===== src/rtl/iic_arbiter.sv =====
// iic_arbiter: shares one iic_controller register-access port between two requesters.
// m0 is the HMC5883L sequencing controller and m1 is the second sensor controller.
// Each grant covers exactly one register read or write. Grants alternate between the
// two requesters when both are pending. A watchdog aborts any transaction that
// iic_controller never acknowledges and reports it with err.
//
// Ports:
//   clk, rst_n                    system clock, asynchronous active-low reset
//   mX_iicwr_req / mX_iicrd_req   requester write/read request (level, held until ack)
//   mX_iic_addr / mX_iic_wrdb     requester register address / write data
//   mX_iic_rddb                   read data back to requester (valid with ack)
//   mX_iic_ack / mX_iic_err       one-cycle completion pulse / timed-out flag
//   iicwr_req / iicrd_req         request to iic_controller
//   iic_addr / iic_wrdb           latched address / write data to iic_controller
//   iic_rddb / iic_ack            read data / done pulse from iic_controller
//   busy                          transaction in flight (BUSY or GAP)
module iic_arbiter #(
    parameter int unsigned TIMEOUT = 2000000
) (
    input  logic       clk,
    input  logic       rst_n,
    input  logic       m0_iicwr_req,
    input  logic       m0_iicrd_req,
    input  logic [7:0] m0_iic_addr,
    input  logic [7:0] m0_iic_wrdb,
    output logic [7:0] m0_iic_rddb,
    output logic       m0_iic_ack,
    output logic       m0_iic_err,
    input  logic       m1_iicwr_req,
    input  logic       m1_iicrd_req,
    input  logic [7:0] m1_iic_addr,
    input  logic [7:0] m1_iic_wrdb,
    output logic [7:0] m1_iic_rddb,
    output logic       m1_iic_ack,
    output logic       m1_iic_err,
    output logic       iicwr_req,
    output logic       iicrd_req,
    output logic [7:0] iic_addr,
    output logic [7:0] iic_wrdb,
    input  logic [7:0] iic_rddb,
    input  logic       iic_ack,
    output logic       busy
);

    typedef enum logic [1:0] {StIdle, StBusy, StGap} state_e;

    // Last BUSY cycle index before the watchdog fires.
    localparam logic [23:0] TimeoutLast = 24'(TIMEOUT - 1);

    state_e      state_q, state_d;
    logic        owner_q, owner_d;
    logic        rw_q, rw_d;            // 1 = write
    logic        last_q, last_d;        // requester granted most recently
    logic [7:0]  addr_q, addr_d;
    logic [7:0]  wrdb_q, wrdb_d;
    logic [23:0] cnt_q, cnt_d;
    logic [7:0]  rddb0_q, rddb0_d;
    logic [7:0]  rddb1_q, rddb1_d;
    logic        ack0_q, ack0_d;
    logic        ack1_q, ack1_d;
    logic        err0_q, err0_d;
    logic        err1_q, err1_d;
    logic        wr_req_q, wr_req_d;
    logic        rd_req_q, rd_req_d;
    logic        busy_q, busy_d;

    logic pend0, pend1, grant;

    assign pend0 = m0_iicwr_req | m0_iicrd_req;
    assign pend1 = m1_iicwr_req | m1_iicrd_req;
    // On a tie the requester that did not go last wins; otherwise whoever is pending.
    assign grant = (pend0 && pend1) ? ~last_q : pend1;

    always_comb begin
        state_d  = state_q;
        owner_d  = owner_q;
        rw_d     = rw_q;
        last_d   = last_q;
        addr_d   = addr_q;
        wrdb_d   = wrdb_q;
        cnt_d    = cnt_q;
        rddb0_d  = rddb0_q;
        rddb1_d  = rddb1_q;
        ack0_d   = 1'b0;
        ack1_d   = 1'b0;
        err0_d   = 1'b0;
        err1_d   = 1'b0;
        wr_req_d = 1'b0;
        rd_req_d = 1'b0;
        busy_d   = 1'b0;

        unique case (state_q)
            StIdle: begin
                if (pend0 || pend1) begin
                    owner_d  = grant;
                    last_d   = grant;
                    // Write wins when a requester raises both wr and rd.
                    rw_d     = grant ? m1_iicwr_req : m0_iicwr_req;
                    addr_d   = grant ? m1_iic_addr : m0_iic_addr;
                    wrdb_d   = grant ? m1_iic_wrdb : m0_iic_wrdb;
                    cnt_d    = 24'd0;
                    wr_req_d = rw_d;
                    rd_req_d = ~rw_d;
                    busy_d   = 1'b1;
                    state_d  = StBusy;
                end
            end
            StBusy: begin
                busy_d   = 1'b1;
                wr_req_d = rw_q;
                rd_req_d = ~rw_q;
                cnt_d    = cnt_q + 24'd1;
                if (iic_ack) begin
                    // Ack beats a watchdog expiry in the same cycle.
                    if (!rw_q) begin
                        if (owner_q) rddb1_d = iic_rddb;
                        else         rddb0_d = iic_rddb;
                    end
                    wr_req_d = 1'b0;
                    rd_req_d = 1'b0;
                    ack0_d   = ~owner_q;
                    ack1_d   = owner_q;
                    state_d  = StGap;
                end else if (cnt_q == TimeoutLast) begin
                    if (owner_q) rddb1_d = 8'h00;
                    else         rddb0_d = 8'h00;
                    wr_req_d = 1'b0;
                    rd_req_d = 1'b0;
                    ack0_d   = ~owner_q;
                    ack1_d   = owner_q;
                    err0_d   = ~owner_q;
                    err1_d   = owner_q;
                    state_d  = StGap;
                end
            end
            StGap: begin
                state_d = StIdle;
            end
            default: begin
                state_d = StIdle;
            end
        endcase
    end

    always_ff @(posedge clk or negedge rst_n) begin
        if (!rst_n) begin
            state_q  <= StIdle;
            owner_q  <= 1'b0;
            rw_q     <= 1'b0;
            last_q   <= 1'b1;
            addr_q   <= 8'h00;
            wrdb_q   <= 8'h00;
            cnt_q    <= 24'd0;
            rddb0_q  <= 8'h00;
            rddb1_q  <= 8'h00;
            ack0_q   <= 1'b0;
            ack1_q   <= 1'b0;
            err0_q   <= 1'b0;
            err1_q   <= 1'b0;
            wr_req_q <= 1'b0;
            rd_req_q <= 1'b0;
            busy_q   <= 1'b0;
        end else begin
            state_q  <= state_d;
            owner_q  <= owner_d;
            rw_q     <= rw_d;
            last_q   <= last_d;
            addr_q   <= addr_d;
            wrdb_q   <= wrdb_d;
            cnt_q    <= cnt_d;
            rddb0_q  <= rddb0_d;
            rddb1_q  <= rddb1_d;
            ack0_q   <= ack0_d;
            ack1_q   <= ack1_d;
            err0_q   <= err0_d;
            err1_q   <= err1_d;
            wr_req_q <= wr_req_d;
            rd_req_q <= rd_req_d;
            busy_q   <= busy_d;
        end
    end

    assign m0_iic_rddb = rddb0_q;
    assign m0_iic_ack  = ack0_q;
    assign m0_iic_err  = err0_q;
    assign m1_iic_rddb = rddb1_q;
    assign m1_iic_ack  = ack1_q;
    assign m1_iic_err  = err1_q;
    assign iicwr_req   = wr_req_q;
    assign iicrd_req   = rd_req_q;
    assign iic_addr    = addr_q;
    assign iic_wrdb    = wrdb_q;
    assign busy        = busy_q;

endmodule

===== config.mk =====
export PLATFORM = sky130hd
export DESIGN_NAME = iic_arbiter
export DESIGN_NICKNAME = d
export VERILOG_FILES = /design/src/rtl/iic_arbiter.sv
export SDC_FILE = /design/constraint.sdc
export NUM_CORES = 1
export LEC_CHECK = 0
export ABC_AREA = 0
export BUFFER_PORTS_ARGS = -buffer_cell sky130_fd_sc_hd__buf_4
export CAP_MARGIN = 20
export CORE_ASPECT_RATIO = 2
export CORE_MARGIN = 5
export CORE_UTILIZATION = 40
export CTS_CLUSTER_SIZE = 10
export DETAILED_ROUTE_END_ITERATION = 10
export PLACE_DENSITY = 0.72
export SETUP_SLACK_MARGIN = 0.1
export SLEW_MARGIN = 25
export SYNTH_ARGS = -nofsm -noshare
export SYNTH_HDL_FRONTEND = slang
export SYNTH_SLANG_ARGS = --single-unit

===== constraint.sdc =====
create_clock -name clk -period 2.9 [get_ports clk]
set_input_delay 0.58 -clock clk [delete_from_list [all_inputs] [get_ports clk]]
set_output_delay 0.58 -clock clk [all_outputs]
set_load 0.01 [all_outputs]

* Word level (Yosys, flattened, before mapping)
Index checks and enable logic that the tools add are counted.
Storage, ports and cells: input port bits 47, register bits after elaboration 68, word-level logic and storage cells 78
Operators by class: add/sub/neg operators 1, muxes and demuxes 40, equality and inequality tests 5, reduce and logical (&&, ||, !) cells 10, bitwise operators 6
Operators by type and width (count):
- $mux 8 | 12
- $pmux 24 s2 | 1
- $add 24x1->24 const B | 1
- $eq 24x21->1 const B | 1
- $mux 24 | 1
- $mux 1 | 19
- $reduce_and 4->1 | 2
- $mux 2 | 3
- $pmux 1 s2 | 3
- $reduce_and 2->1 | 3
- $ne 2x2->1 const B | 2
- $not 1->1 | 4
- $pmux 2 s2 | 1
- $reduce_bool 2->1 | 2
- $ne 3x3->1 const B | 1
- $eq 2x1->1 const B | 1
- $logic_not 2->1 | 1
- $or 1x1->1 | 2
- $logic_and 1x1->1 | 1
- $logic_or 1x1->1 | 1

* Depth between registers and ports, before layout
depth in word-level cells 7, gate-level depth with buffers 7

* Worst setup path after synthesis
No wires, ideal clock.
kind input to register, start input m0_iicrd_req, end register state_q[0], arrival 1.711 ns, setup slack 1.047 ns, library setup time 0.143 ns, stages on the path 4, path through or4_1 nand2_1 clkbuf_1 o21ai_0
Between the ends: longest elaborated chain between the ends 4
RTL lines:
- start, declared | RTL line 23 | input logic m0_iicrd_req,
- $or 1x1->1 | RTL line 69 | assign pend0 = m0_iicwr_req | m0_iicrd_req;
- $logic_or 1x1->1 | RTL line 94 | if (pend0 || pend1) begin
- $ne 2x2->1 (no source line)
- $reduce_and 2->1 (no source line)
- end signal, assigned | RTL line 147 | state_q <= StIdle;
- end signal, assigned | RTL line 164 | state_q <= state_d;
- end, declared | RTL line 50 | state_e state_q, state_d;
Every way passes these cells. A chain may end at the register's enable or synchronous reset.

* Final worst setup path
start register cnt_q[0], end register rddb1_q[6] (netlist: m1_iic_rddb[6])
Between the ends: longest elaborated chain between the ends 3
RTL lines:
- start, declared | RTL line 56 | logic [23:0] cnt_q, cnt_d;
- start signal, assigned | RTL line 170 | cnt_q <= cnt_d;
- $eq 24x21->1 | RTL line 124 | end else if (cnt_q == TimeoutLast) begin
- $reduce_bool 2->1 (no source line)
- $reduce_and 4->1 (no source line)
- end signal, assigned | RTL line 172 | rddb1_q <= rddb1_d;
- end, declared | RTL line 58 | logic [7:0] rddb1_q, rddb1_d;
Every way passes these cells.

==> results.sh <==
export IMPL_finalPower_mw=4.13
export IMPL_port_buffer_count=85
export IMPL_setup_viol=0
export IMPL_multi_input_area_um2=1590
export IMPL_overflow=0
export IMPL_ios=86
export IMPL_wl_mm=8.47
export IMPL_skew_ns=0.00529
export IMPL_fin_nets=474
export IMPL_ys_seq_elements=68
export IMPL_die_w_um=75.1
export IMPL_grt_max_degree=69
export IMPL_antenna_found_initial=0
export IMPL_vdd_drop_max_mv=0.462
export IMPL_leakage_nw=2.04
export IMPL_cp_arrival_ns=2.22
export IMPL_fin_cells=529
export IMPL_crit_fanout=19
export IMPL_min_path_type="in -> async"
export IMPL_finalHoldWorstSlack_ns=0.346
export IMPL_htreeDepth=3
export IMPL_yosys_area_top_type="dfrtp_1"
export IMPL_synth_edf_count=0
export IMPL_ys_async_sr_fraction_pct=100
export IMPL_chipHeight_um=140
export IMPL_hpwl_mm=6.18
export IMPL_cts_sinks=68
export IMPL_drcViolationCount=0
export IMPL_worst_path_largest_cell_delay_ns=0.49
export IMPL_finalCritPeriodShare_pct=67.3
export IMPL_fillers=742
export IMPL_drv_slew=0
export IMPL_grt_pass1_wl_mm=13.6
export IMPL_routedWlPerCell_um=16.0
export IMPL_dr_pass1_iters=4
export IMPL_critPathSlowestCell="a31oi_4"
export IMPL_syn_nets=394
export IMPL_cts_resized_gates=0
export IMPL_cap_violations=0
export IMPL_dominantRegCellSynth="dfrtp_1"
export IMPL_layout_common_cells="89 x buf_4, 71 x nand2_1, 67 x dfrtp_1, 31 x o21ai_0, 23 x mux2i_1"
export IMPL_max_slew_margin_rel_pct=42.4
export IMPL_fmax_mhz=513
export IMPL_initial_core_util_pct=40.9
export IMPL_syn_to_final_growth_pct=29.8
export IMPL_critPathRequiredTime_ns=3.17
export IMPL_gp_congestion=0.811
export IMPL_min_period_ns=1.95
export IMPL_final_common_cell="buf_4"
export IMPL_drive_gt1_share_pct=28.8
export IMPL_cts_buffers=9
export IMPL_cp_end_kind="flop"
export IMPL_synthTopCellsByArea="dfrtp_1 49%, nand2_1 7.9%, mux2i_1 6.8%, o21ai_0 4.7%, o211ai_1 4.4%"
export IMPL_syn_area_um2=3390
export IMPL_cts_setup_buffers=0
export IMPL_grt_pass1_vias=2941
export IMPL_tns_ns=0
export IMPL_synth_top_area_share_pct=49.4
export IMPL_drt_iter0_markers=140
export IMPL_status="finished, final reports clean"
export IMPL_rrSetupSlack_ns=0.95
export IMPL_path_clk_slew_ns=0.06
export IMPL_cts_buffer_depth=2
export IMPL_rows=47
export IMPL_worst_pin_slew_ns=0.864
export IMPL_cts_tree="done"
export IMPL_cts_hold_buf=0
export IMPL_regArea_um2=1700
export IMPL_fp_dieArea_um2=10500
export IMPL_crit_chain="ha_1 > and4b_1 > and4_2 > a31oi_4 > a21o_2"
export IMPL_dp_cells=513
export IMPL_clk_latency_ns=0.33
export IMPL_globalRouteTotalUtil_pct=16.8
export IMPL_vias_per_cell=5.63
export IMPL_hold_viol_final=0
export IMPL_cts_root_buffer="clkbuf_16"
export IMPL_vias=2977
export IMPL_syn_area_per_cell_um2=9.81
export IMPL_syn_inst=346
export IMPL_rsz0062_at_grt="no"
export IMPL_yosysWarnings=0
export IMPL_yosysSeqAreaShare_pct=50.2
export IMPL_path_class="reg -> reg"
export IMPL_ys_types=48
export IMPL_fp_coreArea_um2=8290
export IMPL_insertedDiodeCount=0
export IMPL_p_per_area_nw_per_um2=939
export IMPL_ant_nets=0
export IMPL_start_kind="flop"
[cells in the mapped netlist, types with 3 or more instances]
library cell,number
nand2_1,71
nand4_1,6
nor2_1,8
a21oi_1,6
a21o_1,8
clkbuf_1,10
o21ai_0,32
inv_1,4
nand3b_1,9
buf_2,8
nor3_1,4
and4_1,4
a21o_2,9
mux2i_1,23
o31ai_1,4
o211ai_1,20
nand3_1,14
and3_1,3
dfrtp_1,67
[flip-flops by register name (all words and copies together) (netlist names), 2 cells and up]
register / count
cnt_q: 24
iic_addr: 8
iic_wrdb: 8
m0_iic_rddb: 8
m1_iic_rddb: 8
state_q: 2
[logic make-up (layout without fill, tap and decap cells)]
logic type / Yosys count / count (layout) / share of synthesized area [%]
and+or+nand+nor: 138 / 138 / 20.9
AOI/OAI and AO/OA: 92 / 92 / 18.6
DFF: 68 / 68 / 50.2
buffers and inverters: 24 / 109 / 3.21
muxes: 23 / 23 / 6.78
adders and majority gates: 1 / 1 / 0.369
[area by class of cell]
class                   instances  share of cell area (%)
clock buffers                  11                    5.28
clock inverters                 5                    1.76
inverters                       4                   0.341
multi-input cells             254                    36.0
flip-flops and latches         68                    38.7
well taps                      98                    2.78
repair buffers                 89                    15.2
[worst max-delay path: cells and delay by family (launching register included)]
family / cells / cell delay, ns
simple gates: 2 / 0.47
compound gates: 2 / 0.71
flops: 1 / 0.40
fa+ha+maj: 1 / 0.30
[metrics by stage]
step | util [%] | setup WS [ns] | instance area [µm²]
after floorplan | - | 1.05 | 3390
after global placement | 49.4 | 0.757 | 4090
after detailed placement | 49.4 | 0.731 | 4090
after CTS | 53.1 | 0.917 | 4400
after global routing | 53.1 | 0.769 | 4400
final | 53.1 | 0.949 | 4400
[metal layers]
layer,track usage (%),up-vias,wire (µm)
met1,17.6,1454,2970
met4,9.38,0,321
met3,3.30,20,388
met2,29.9,86,4780
met5,0,-,0
li1,-,1417,-
[report_power, final]
part           internal [mW]  switching (mW)
clock network          0.749           0.389
registers               1.23           0.245
logic                  0.709           0.810
[path summary, 6_finish.rpt]
kind                                         start                          to  depth (start not counted)
setup / recovery              cnt_q[0]$_DFFE_PN0P_  m1_iic_rddb[6]$_DFFE_PN0P_                          5
hold / removal                               rst_n       cnt_q[12]$_DFFE_PN0P_                          1
setup reg to reg              cnt_q[0]$_DFFE_PN0P_  m1_iic_rddb[6]$_DFFE_PN0P_                          5
hold reg to reg            iic_addr[2]$_DFFE_PN0P_     iic_addr[2]$_DFFE_PN0P_                          2
max in group asynchronous                    rst_n     iic_addr[2]$_DFFE_PN0P_                          1
min in group clk           iic_addr[2]$_DFFE_PN0P_     iic_addr[2]$_DFFE_PN0P_                          2
(Power assumes the default switching activity.)
